<file path="src/rtl/mips_pkg.sv">
// Shared MIPS pipeline constants: opcodes that steer the front end and the
// hazard controller state encoding.
package mips_pkg;
  localparam logic [5:0] OP_JUMP = 6'b000010;
  localparam logic [5:0] OP_BEQ  = 6'b000100;
  localparam logic [5:0] OP_BNE  = 6'b000101;

  typedef logic [1:0] state_t;
  localparam state_t ST_RUN   = 2'd0;
  localparam state_t ST_HOLD  = 2'd1;
  localparam state_t ST_FLUSH = 2'd2;
endpackage

</file>
<file path="src/rtl/pipeline_hazard_ctrl_match.sv">
// Register dependency test: one in-flight destination against the IF/ID sources.
module hazard_match #(
  parameter int REG_W = 5
) (
  input  logic [REG_W-1:0] dest,
  input  logic [REG_W-1:0] rs,
  input  logic [REG_W-1:0] rt,
  output logic             hit
);
  // $zero is never a real dependency.
  assign hit = (dest != '0) && ((dest == rs) || (dest == rt));
endmodule

</file>
<file path="src/rtl/pipeline_hazard_ctrl.sv">
// Pipeline hazard controller: data stalls, memory-wait freeze and redirect
// flushes for a 5-stage MIPS pipeline, plus a saturating stall counter.
module pipeline_hazard_ctrl
  import mips_pkg::*;
#(
  parameter int REG_W     = 5,
  parameter int BR_STAGE  = 0,
  parameter int FLUSH_CYC = 1,
  parameter int CNT_W     = 16
) (
  input  logic             clk,
  input  logic             rst,
  input  logic [5:0]       op_code,
  input  logic [REG_W-1:0] IF_ID_rs,
  input  logic [REG_W-1:0] IF_ID_rt,
  input  logic             id_uses_md,
  input  logic             branch_taken,
  input  logic             ID_EXE_mem_read,
  input  logic             ID_EXE_reg_write,
  input  logic [REG_W-1:0] ID_EXE_reg_dest,
  input  logic             EXE_MEM_mem_read,
  input  logic             EXE_MEM_reg_write,
  input  logic [REG_W-1:0] EXE_MEM_reg_dest,
  input  logic             dmem_ready,
  input  logic             md_busy,
  output logic             pc_ld,
  output logic             IF_ID_write,
  output logic             nop,
  output logic             flush,
  output logic             mem_hold,
  output logic [CNT_W-1:0] stall_count
);
  localparam logic [1:0] FLUSH_INIT = 2'(FLUSH_CYC - 1);

  logic m_ex, m_mem;
  hazard_match #(.REG_W(REG_W)) u_match_ex (
    .dest(ID_EXE_reg_dest), .rs(IF_ID_rs), .rt(IF_ID_rt), .hit(m_ex)
  );
  hazard_match #(.REG_W(REG_W)) u_match_mem (
    .dest(EXE_MEM_reg_dest), .rs(IF_ID_rs), .rt(IF_ID_rt), .hit(m_mem)
  );

  logic is_br, is_jump, load_use, br_hz, md_hz, data_stall, mem_wait, br_res, redirect;
  assign is_br      = (op_code == OP_BEQ) || (op_code == OP_BNE);
  assign is_jump    = (op_code == OP_JUMP);
  assign load_use   = ID_EXE_mem_read & m_ex;
  // Resolving in EX lets the normal forwarding paths cover branch operands.
  assign br_hz      = (BR_STAGE == 0) &&
                      is_br && ((ID_EXE_reg_write & m_ex) || (EXE_MEM_mem_read & m_mem));
  assign md_hz      = id_uses_md & md_busy;
  assign data_stall = load_use | br_hz | md_hz;
  assign mem_wait   = EXE_MEM_mem_read & ~dmem_ready;
  // In EX mode branch_taken is only ever raised by the branch sitting in EX.
  assign br_res     = (BR_STAGE == 0) ? (branch_taken & is_br) : branch_taken;
  assign redirect   = (is_jump | br_res) & ~data_stall;

  state_t     state, saved, eff, state_nx, saved_nx;
  logic [1:0] cnt, cnt_nx;

  // HOLD is transparent once memory answers: behave as the interrupted state.
  assign eff = (state == ST_HOLD) ? saved : state;

  always_comb begin
    pc_ld       = 1'b1;
    IF_ID_write = 1'b1;
    nop         = 1'b0;
    flush       = 1'b0;
    mem_hold    = 1'b0;
    state_nx    = ST_RUN;
    saved_nx    = saved;
    cnt_nx      = cnt;
    if (!rst) begin
      pc_ld       = 1'b0;
      IF_ID_write = 1'b0;
      nop         = 1'b1;
      flush       = 1'b1;
    end else if (mem_wait) begin
      pc_ld       = 1'b0;
      IF_ID_write = 1'b0;
      mem_hold    = 1'b1;
      state_nx    = ST_HOLD;
      saved_nx    = eff;
    end else if (eff == ST_FLUSH) begin
      flush    = 1'b1;
      cnt_nx   = (cnt == 2'd0) ? 2'd0 : cnt - 2'd1;
      state_nx = (cnt <= 2'd1) ? ST_RUN : ST_FLUSH;
    end else if (data_stall) begin
      pc_ld       = 1'b0;
      IF_ID_write = 1'b0;
      nop         = 1'b1;
    end else if (redirect) begin
      flush    = 1'b1;
      cnt_nx   = FLUSH_INIT;
      state_nx = (FLUSH_CYC > 1) ? ST_FLUSH : ST_RUN;
    end
  end

  always_ff @(posedge clk) begin
    if (!rst) begin
      state       <= ST_RUN;
      saved       <= ST_RUN;
      cnt         <= 2'd0;
      stall_count <= '0;
    end else begin
      state <= state_nx;
      saved <= saved_nx;
      cnt   <= cnt_nx;
      if (!pc_ld && (stall_count != '1))
        stall_count <= stall_count + 1'b1;
    end
  end
endmodule

</file>
<file path="config.mk">
export PLATFORM = sky130hd
export DESIGN_NAME = pipeline_hazard_ctrl
export DESIGN_NICKNAME = d
export VERILOG_FILES = /design/src/rtl/mips_pkg.sv /design/src/rtl/pipeline_hazard_ctrl_match.sv /design/src/rtl/pipeline_hazard_ctrl.sv
export SDC_FILE = /design/constraint.sdc
export NUM_CORES = 1
export LEC_CHECK = 0
export ABC_CLOCK_PERIOD_IN_PS = 4200
export CORE_MARGIN = 1
export CORE_UTILIZATION = 47
export DETAILED_ROUTE_END_ITERATION = 8
export HOLD_SLACK_MARGIN = 0.15
export PLACE_DENSITY_LB_ADDON = 0.12
export SLEW_MARGIN = 20
export SYNTH_ARGS = -nofsm -noshare
export SYNTH_HDL_FRONTEND = slang
export SYNTH_SLANG_ARGS = --single-unit
</file>
<file path="constraint.sdc">
create_clock -name clk -period 4.2 [get_ports clk]
set_input_delay 0.63 -clock clk [delete_from_list [all_inputs] [get_ports clk]]
set_output_delay 0.63 -clock clk [all_outputs]
set_load 0.02 [all_outputs]
</file>
# --- Word-level counts from Yosys, hierarchy flattened ---
# Cells that the tools add are included.
totals:
  register_bits: 22
  out_inout_bits: 21
classes:
  n_mux: 23
  reduce_logical: 15
  eq_ne: 11
  bitwise_logic: 15
  addsub: 2
  order_cmp: 1
ops:
  columns: ["op", "n"]
  rows:
  - ["5-bit equality test", 4]
  - ["1-bit 2-to-1 mux", 17]
  - ["16-bit by 1-bit adder with 16-bit output (second input constant)", 1]
  - ["16-bit inequality test (second input constant)", 1]
  - ["6-bit by 3-bit equality test with 1-bit output (second input constant)", 2]
  - ["2-bit 2-to-1 mux", 6]
  - ["5-bit nonzero test", 2]
  - ["1-bit bitwise AND", 7]
  - ["6-bit by 2-bit equality test with 1-bit output (second input constant)", 1]
  - ["1-bit inverter", 5]
  - ["1-bit logical AND", 4]
  - ["1-bit logical OR", 4]
  - ["1-bit bitwise OR", 3]
  - ["3-bit AND reduction", 1]
  - ["3-bit OR reduction", 1]
  - ["2-bit by 1-bit equality test with 1-bit output (second input constant)", 1]
  - ["2-bit equality test (second input constant)", 1]
  - ["2-bit by 1-bit <= comparator with 1-bit output (second input constant)", 1]
  - ["2-bit logical NOT", 1]
  - ["2-bit by 1-bit inequality test with 1-bit output (second input constant)", 1]
  - ["2-bit nonzero test", 1]
  - ["2-bit by 1-bit subtractor with 2-bit output (second input constant)", 1]
  - ["1-bit logical NOT", 1]

# --- Depth between registers and ports, before layout ---
# Gate-level depths: netlist of run 1.
depth:
  word_depth: 15
  mapped_depth: 9
  mapped_depth_nobuf: 7

# --- Cells and area by module ---
# Synthesis of run 1 repeated with hierarchy kept, for this count alone.
hier_totals:
  hier_cells: 178
  area_unflattened_um2: 1472.7
modules_own_cells:
  columns: ["module", "area_each_um2", "instances", "cells_each"]
  rows:
  - ["pipeline_hazard_ctrl", 1224.9, 1, 144]
  - ["hazard_match", 123.9, 2, 17]

# --- Worst setup path after synthesis of run 1 ---
# Ideal clock, no wire load.
synth_timing:
  kind: "input port to output port"
  startpoint: "input ID_EXE_reg_dest[0]"
  endpoint: "output pc_ld"
  path_stages: 8
  slack_ns: 1.392
  path_buffers: 3
  arrival_time_ns: 2.178
  path_cell_list: "or4_1 -> nor2_1 -> nor3_1 -> a21oi_2 -> o2111a_2 -> buf_6 -> buf_4 -> buf_4"
synth_between:
  elab_chain_cells: 12
  elab_cells_between_ends: 15
  cone_classes: "2 x eq/ne; 4 x mux; 4 x bitwise; 5 x reduce/logical"
synth_rtl:
  columns: ["item", "line_no", "text"]
  rows:
  - ["start, declared", "pipeline_hazard_ctrl.sv:20", "input logic [REG_W-1:0] ID_EXE_reg_dest,"]
  - ["5-bit equality test", "pipeline_hazard_ctrl_match.sv:11", "assign hit = (dest != '0) && ((dest == rs) || (dest == rt));"]
  - ["1-bit logical OR", "pipeline_hazard_ctrl_match.sv:11", null]
  - ["1-bit logical AND *", "pipeline_hazard_ctrl_match.sv:11", null]
  - ["1-bit bitwise AND", "pipeline_hazard_ctrl.sv:49", "is_br && ((ID_EXE_reg_write & m_ex) || (EXE_MEM_mem_read & m_mem));"]
  - ["1-bit logical OR", "pipeline_hazard_ctrl.sv:49", null]
  - ["1-bit logical AND", "pipeline_hazard_ctrl.sv:49", null]
  - ["1-bit bitwise OR * (2 in a row)", "pipeline_hazard_ctrl.sv:51", "assign data_stall = load_use | br_hz | md_hz;"]
  - ["1-bit 2-to-1 mux * (4 in a row)", null, null]
  - ["end, declared", "pipeline_hazard_ctrl.sv:26", "output logic pc_ld,"]
# Mark *: on every way between the ends. The rest lies on a longest branch, timed or not.

# --- Worst setup path after layout of run 1 ---
layout_timing:
  startpoint: "input ID_EXE_reg_dest[0]"
  endpoint: "output IF_ID_write"
layout_between:
  elab_chain_cells: 12
  elab_cells_between_ends: 15
  cone_classes: "2 x eq/ne; 4 x mux; 4 x bitwise; 5 x reduce/logical"
layout_rtl:
  columns: ["item", "line_no", "text"]
  rows:
  - ["5-bit equality test", "pipeline_hazard_ctrl_match.sv:11", null]
  - ["1-bit logical OR", "pipeline_hazard_ctrl_match.sv:11", null]
  - ["1-bit logical AND *", "pipeline_hazard_ctrl_match.sv:11", null]
  - ["1-bit bitwise AND", "pipeline_hazard_ctrl.sv:49", null]
  - ["1-bit logical OR", "pipeline_hazard_ctrl.sv:49", null]
  - ["1-bit logical AND", "pipeline_hazard_ctrl.sv:49", null]
  - ["1-bit bitwise OR * (2 in a row)", "pipeline_hazard_ctrl.sv:51", null]
  - ["1-bit 2-to-1 mux *", "pipeline_hazard_ctrl.sv:87", "end else if (data_stall) begin"]
  - ["1-bit 2-to-1 mux *", "pipeline_hazard_ctrl.sv:83", "end else if (eff == ST_FLUSH) begin"]
  - ["1-bit 2-to-1 mux *", "pipeline_hazard_ctrl.sv:77", "end else if (mem_wait) begin"]
  - ["1-bit 2-to-1 mux *", "pipeline_hazard_ctrl.sv:72", "if (!rst) begin"]
  - ["end, declared", "pipeline_hazard_ctrl.sv:27", "output logic IF_ID_write,"]
# Marked as above.

==> impl_metrics.json, run 1 <==
{
  "post-cts-setup-buffer-count": 0,
  "initial_core_util_pct": 51.2,
  "critical-path-max-stage-delay_ns": 0.67,
  "leakagePower_nw": 0.682,
  "cp_top_family": "buffers and inverters",
  "seq_area_frac_synth_pct": 30.2,
  "status": "complete, but fails checks",
  "io_buffer_count": 55,
  "worstRegToRegCells": 8,
  "crit_slowest_cell": "clkdlybuf4s50_1",
  "nets": 273,
  "min_path_cells": 1,
  "htree_levels": 1,
  "synthToLayoutAreaGrowth_pct": 41.1,
  "post_cts_resized": 0,
  "worstPathMaxFanout": 19,
  "hpwlAfterDp_mm": 2.79,
  "core-area_sq_mm": 0.00285,
  "first_pass_iters": 8,
  "worstSetupPathType": "input port to output pin",
  "hold_slack_ns": 0.469,
  "p_int_uw": 373,
  "setup_tns_ns": 0,
  "p_sw_share_pct": 24.4,
  "endpoint_kind": "output pin",
  "viasPerCell": 5.63,
  "cts_tree": "built",
  "p_switching_uw": 121,
  "startpoint_type": "input port",
  "grt_pass1_vias": 1450,
  "ys_warn_count": 0,
  "crit_top_cell": "clkdlybuf4s50_1",
  "drv_slew": 0,
  "clkPwrFrac_pct": 32.9,
  "antenna_found_initial": 0,
  "clockBufferDepth": 2,
  "timing.rr.start": "state[1]",
  "reg2reg_to": "stall_count[15]",
  "wl_met2_mm": 1.91,
  "synth_cell_types": 39,
  "ant_nets": 0,
  "multi_input_area_sq_um": 956,
  "final_layout_size_suffix_gt1_share_pct": 6.38,
  "clock_latency_ns": 0.31,
  "ys_ff_latch": 22,
  "cp_cell_sequence": "clkdlybuf4s50_1 > or4_1 > nor2_1 > nor3_1 > a21oi_2 > o2111a_2 > clkdlybuf4s50_1",
  "cp-startpoint": "ID_EXE_reg_dest[0]",
  "worstPathRequired_ns": 3.57,
  "dieArea_sq_mm": 0.00333,
  "hold_viol_final": 0,
  "io_pins": 57,
  "fillers": 243,
  "cp.arrival_ns": 3.21,
  "violations": "DRC",
  "syn_area_sq_mm": 0.00146,
  "clk_pin_slew_ns": 0.12,
  "die_w_microns": 57.7,
  "initialDrtViolationCount": 114,
  "die_h_microns": 57.7,
  "diodes": 0,
  "relSlewSlack_pct": 66.8,
  "netlist_instances": 183,
  "max_freq_mhz": 260,
  "share_comb_of_total_power_pct": 23.4,
  "grt_max_degree": 30,
  "r2r_slack_ns": 1.85,
  "worstMarginPinSlew_ns": 0.495,
  "cts-root-buf": "clkbuf_4",
  "final_area_sq_mm": 0.00206,
  "post-place-ws_ns": 0.391,
  "syn_nets": 220,
  "pwr-share-seq_pct": 43.8,
  "totalWireLength_mm": 3.68,
  "cts_made_buffers": 3,
  "maxCapViolations": 0,
  "wl_met1_mm": 1.58,
  "drc_errors": 3,
  "wl_met3_microns": 148,
  "syn_area_per_cell_sq_um": 7.98,
  "holdBufCountCts": 0,
  "period_needed_ns": 3.84,
  "worst-path-buf-inv": 2,
  "cts_sinks": 22,
  "wl_per_cell_microns": 13.8,
  "finClkSkew_ns": 0.00741,
  "grt_pass1_wl_mm": 6.25,
  "powerDensity_mw_per_mm2": 240,
  "grt_remaining_overflow": 0,
  "gp_congestion": 0.854,
  "hp-start": "cnt[0]",
  "seq_area_sq_um": 440,
  "rows": 19,
  "hold_class": "register to register",
  "rsz0062_at_grt": "false",
  "top_layer": "met4",
  "dr_total_vias": 1497,
  "grt.total_usage_pct": 23.6,
  "finalWorstSetupSlack_ns": 0.360,
  "min_period_over_period_pct": 91.4,
  "setup_viol": 0,
  "worstHoldEndpoint": "cnt[0]",
  "postPlaceCellArea_sq_mm": 0.00201,
  "power_uw": 494,
  "ir_worst_vdd_mv": 0.234
}
routing by layer:
metal,up-vias,GRT usage (%)
met3,6,5.13
met4,0,5.78
met1,677,27.2
li1,774,-
met5,-,0
met2,40,44.4
power by group through the flow:
stage	Sequential (mW)	Clock [mW]	Combinational [mW]
4_1_cts	0.216	0.167	0.115
3_5_place_dp	0.221	0	0.114
3_3_place_gp	0.221	0	0.111
2_1_floorplan	0.224	0	0.0550
6_report	0.216	0.162	0.115
5_1_grt	0.217	0.174	0.124
cells by family (layout without fill, tap and decap cells):
group | after synthesis | count (layout) | synth area share, %
adders and majority gates | 1 | 1 | 0.857
and+or+nand+nor | 82 | 82 | 30.0
DFF | 22 | 22 | 30.2
xor gates and xnor gates | 20 | 20 | 12.0
muxes | 3 | 3 | 2.06
AOI/OAI and AO/OA | 44 | 44 | 20.6
buffers and inverters | 11 | 63 | 4.37
stage by stage:
step	std cells	util, %
finish	266	72.2
global route	266	72.2
CTS	266	72.2
detailed placement	262	70.4
global placement	262	70.4
floorplan	183	-
worst max-delay path by stage:
stage	cells past startpoint	end
global route	7	pc_ld
detailed placement	7	IF_ID_write
CTS	7	IF_ID_write
floorplan	8	pc_ld
finish	7	IF_ID_write
global placement	7	IF_ID_write
registers in the layout (all words and copies together), names as in the netlist:
name         flops
stall_count     16
saved            2
cnt              2
state            2
cell usage after synthesis:
library cell  number  area, sq um
nand2_1           25         93.8
dfxtp_1           22          440
xnor2_1           20          175
a21boi_1          10         75.1
nand3_1            9         45.0
nor2_1             9         33.8
o21ai_1            9         45.0
nand4_1            6         37.5
or3_2              6         45.0
clkbuf_1           5         18.8
or4_1              5         37.5
and3_1             4         25.0
nor2b_1            4         25.0
nor3_1             4         20.0
o21ai_0            4         20.0
a21oi_1            3         15.0
and2_1             3         18.8
mux2i_1            3         30.0
nand2b_1           3         18.8
o31ai_1            3         22.5
a31oi_1            2         12.5
buf_4              2         15.0
buf_6              2         22.5
inv_1              2         7.51
nand4bb_1          2         22.5
o21a_1             2         15.0
o22ai_1            2         12.5
a21boi_0           1         7.51
a21oi_2            1         8.76
a22oi_1            1         7.51
a41o_2             1         11.3
and3b_1            1         8.76
ha_1               1         12.5
o2111a_2           1         12.5
o2111ai_1          1         8.76
o21bai_1           1         7.51
o22a_1             1         8.76
o311a_1            1         10.0
or3_1              1         6.26
cells in the final DEF, fill, tap and decap left out, types with 2 or more instances in the layout:
cell             count
o22ai_1              2
nand2_1             25
a21oi_1              3
or3_2                6
clkbuf_4             3
xnor2_1             20
a31oi_1              2
buf_4                2
and2_1               3
or4_1                5
o31ai_1              3
nor3_1               4
nand4_1              6
o21ai_0              4
nand2b_1             3
nand4bb_1            2
inv_1                2
nor2_1               9
and3_1               4
dfxtp_1             22
mux2i_1              3
nand3_1              9
o21ai_1              9
a21boi_1            10
clkdlybuf4s50_1     55
o21a_1               2
nor2b_1              4
cell type report:
class,count,area share [%]
Inverter,2,0.364
Sequential cell,22,21.4
Tap cell,31,1.88
Timing Repair Buffer,57,27.4
Clock buffer,3,1.09
Multi-Input combinational cell,150,46.4
Clock inverter,1,1.46
No activity file was read; power rests on OpenSTA's default activity.
==> inputs of run 2 (changes only) <==
--- a/config.mk
+++ b/config.mk
@@ -6,6 +6,7 @@
 export NUM_CORES = 1
 export LEC_CHECK = 0
 export ABC_CLOCK_PERIOD_IN_PS = 4200
+export CORE_ASPECT_RATIO = 0.5
 export CORE_MARGIN = 1
 export CORE_UTILIZATION = 47
 export DETAILED_ROUTE_END_ITERATION = 8
==> impl_metrics.json, run 2 (same netlist as run 1, synthesis figures left out) <==
{
  "status": "completed",
  "endpoint_kind": "output pin",
  "io_pins": 57,
  "antenna_found_initial": 0,
  "worstPathMaxFanout": 4,
  "regMostFlops": "stall_count",
  "hp-start": "cnt[1]",
  "drc_errors": 0,
  "diodes": 0,
  "ir_worst_vdd_mv": 0.157,
  "first_pass_iters": 4,
  "leakagePower_nw": 0.690,
  "cts_made_buffers": 3,
  "startpoint_type": "input port",
  "clock_latency_ns": 0.27,
  "dr_total_vias": 1509,
  "hpwlAfterDp_mm": 2.65,
  "finClkSkew_ns": 0.00905,
  "rows": 13,
  "setup_viol": 0,
  "fillers": 203,
  "cts-root-buf": "clkbuf_8",
  "holdBufCountCts": 0,
  "crit_slowest_cell": "clkdlybuf4s50_1",
  "worstSetupPathType": "input port to output pin",
  "grt_remaining_overflow": 0,
  "cp_cell_sequence": "clkdlybuf4s50_1 > or4_1 > nor2_1 > nor3_1 > a21oi_2 > o2111a_2 > clkdlybuf4s50_1",
  "initial_core_util_pct": 52.8,
  "gr-usage-met2_pct": 38.0,
  "final_layout_size_suffix_gt1_share_pct": 6.38,
  "power_uw": 532,
  "maxCapViolations": 0,
  "grt_pass1_vias": 1355,
  "worstPathRequired_ns": 3.57,
  "worst-path-buf-inv": 2,
  "gp_congestion": 0.784,
  "initialDrtViolationCount": 56,
  "use_met1_pct": 23.9,
  "cp.arrival_ns": 2.99,
  "grt_pass1_wl_mm": 5.60,
  "cts_sinks": 22,
  "fin_util_pct": 75.5,
  "mostFrequentLayoutCells": "clkdlybuf4s50_1 (55), nand2_1 (25), dfxtp_1 (22)",
  "hold_viol_final": 0,
  "powerDensity_mw_per_mm2": 255,
  "grt_max_degree": 30,
  "timing.rr.start": "stall_count[0]",
  "setup_tns_ns": 0,
  "met3_usage_pct": 6.81,
  "min_period_over_period_pct": 86.3,
  "die_w_microns": 80.8,
  "cp_top_family": "buffers and inverters",
  "hold_slack_ns": 0.485,
  "htree_levels": 1,
  "worstMarginPinSlew_ns": 0.481,
  "critical-path-max-stage-delay_ns": 0.62,
  "nets": 273,
  "totalWireLength_mm": 3.50,
  "stdcell_count": 272,
  "grt.total_usage_pct": 21.2,
  "synthToLayoutAreaGrowth_pct": 42.9,
  "crit_top_cell": "clkdlybuf4s50_1",
  "final_common_cell": "clkdlybuf4s50_1",
  "clk_pin_slew_ns": 0.08,
  "dp_cells": 268,
  "wl_per_cell_microns": 12.9,
  "post_cts_resized": 0,
  "clockBufferDepth": 2,
  "ant_nets": 0,
  "dieArea_sq_mm": 0.00335,
  "largest_reg_flops": 16,
  "hold_class": "register to register",
  "die_h_microns": 41.4,
  "post-cts-setup-buffer-count": 0,
  "cp-startpoint": "ID_EXE_reg_dest[3]",
  "max_freq_mhz": 276,
  "cts_tree": "built",
  "period_needed_ns": 3.62,
  "rsz0062_at_grt": "false",
  "grt.busiest_layer": "met2",
  "drv_slew": 0,
  "core-area_sq_mm": 0.00277,
  "viasPerCell": 5.55,
  "io_buffer_count": 55,
  "relSlewSlack_pct": 67.7
}
==> run 2: tightest hold or removal path, cell delays in order (launching register included) <==
cell and delay, ns:
dfxtp_1 0.32, nand2_1 0.08, nor2_1 0.05
==> run 2: layer usage <==
layer  routed length, microns  vias up
li1                         -      763
met1                     1530      692
met2                     1720       50
met3                      207        4
met4                       34        0
met5                        0        -
==> run 2: layout make-up <==
cell class,instances,area (sq um),share of cell area (%)
flip-flops and latches,22,440,21.1
multi-input cells,150,956,45.8
inverters,2,7.51,0.360
repair buffers,57,566,27.1
clock buffers,3,41.3,1.98
clock inverters,1,30.0,1.44
well taps,37,46.3,2.22
==> run 2: final timing paths <==
check | to | slack, ns | cells after the start
worst min-delay path | state[1] | 0.49 | 2
worst max register to register | stall_count[11] | 1.93 | 7
worst max-delay path | IF_ID_write | 0.58 | 7
worst min register to register | state[1] | 0.49 | 2
==> run 2: power by group <==
| part | switching, mW | internal [mW] |
|---|---|---|
| Clock | 0.0737 | 0.127 |
| Combinational | 0.0493 | 0.0648 |
| Sequential | 0.00455 | 0.212 |
| Total | 0.128 | 0.404 |
==> run 2: stage by stage <==
step	setup slack [ns]	area, sq um
6_report	0.576	2090
3_3_place_gp	0.615	2020
5_1_grt	0.479	2090
3_5_place_dp	0.583	2020
2_1_floorplan	1.39	1460
4_1_cts	0.578	2090
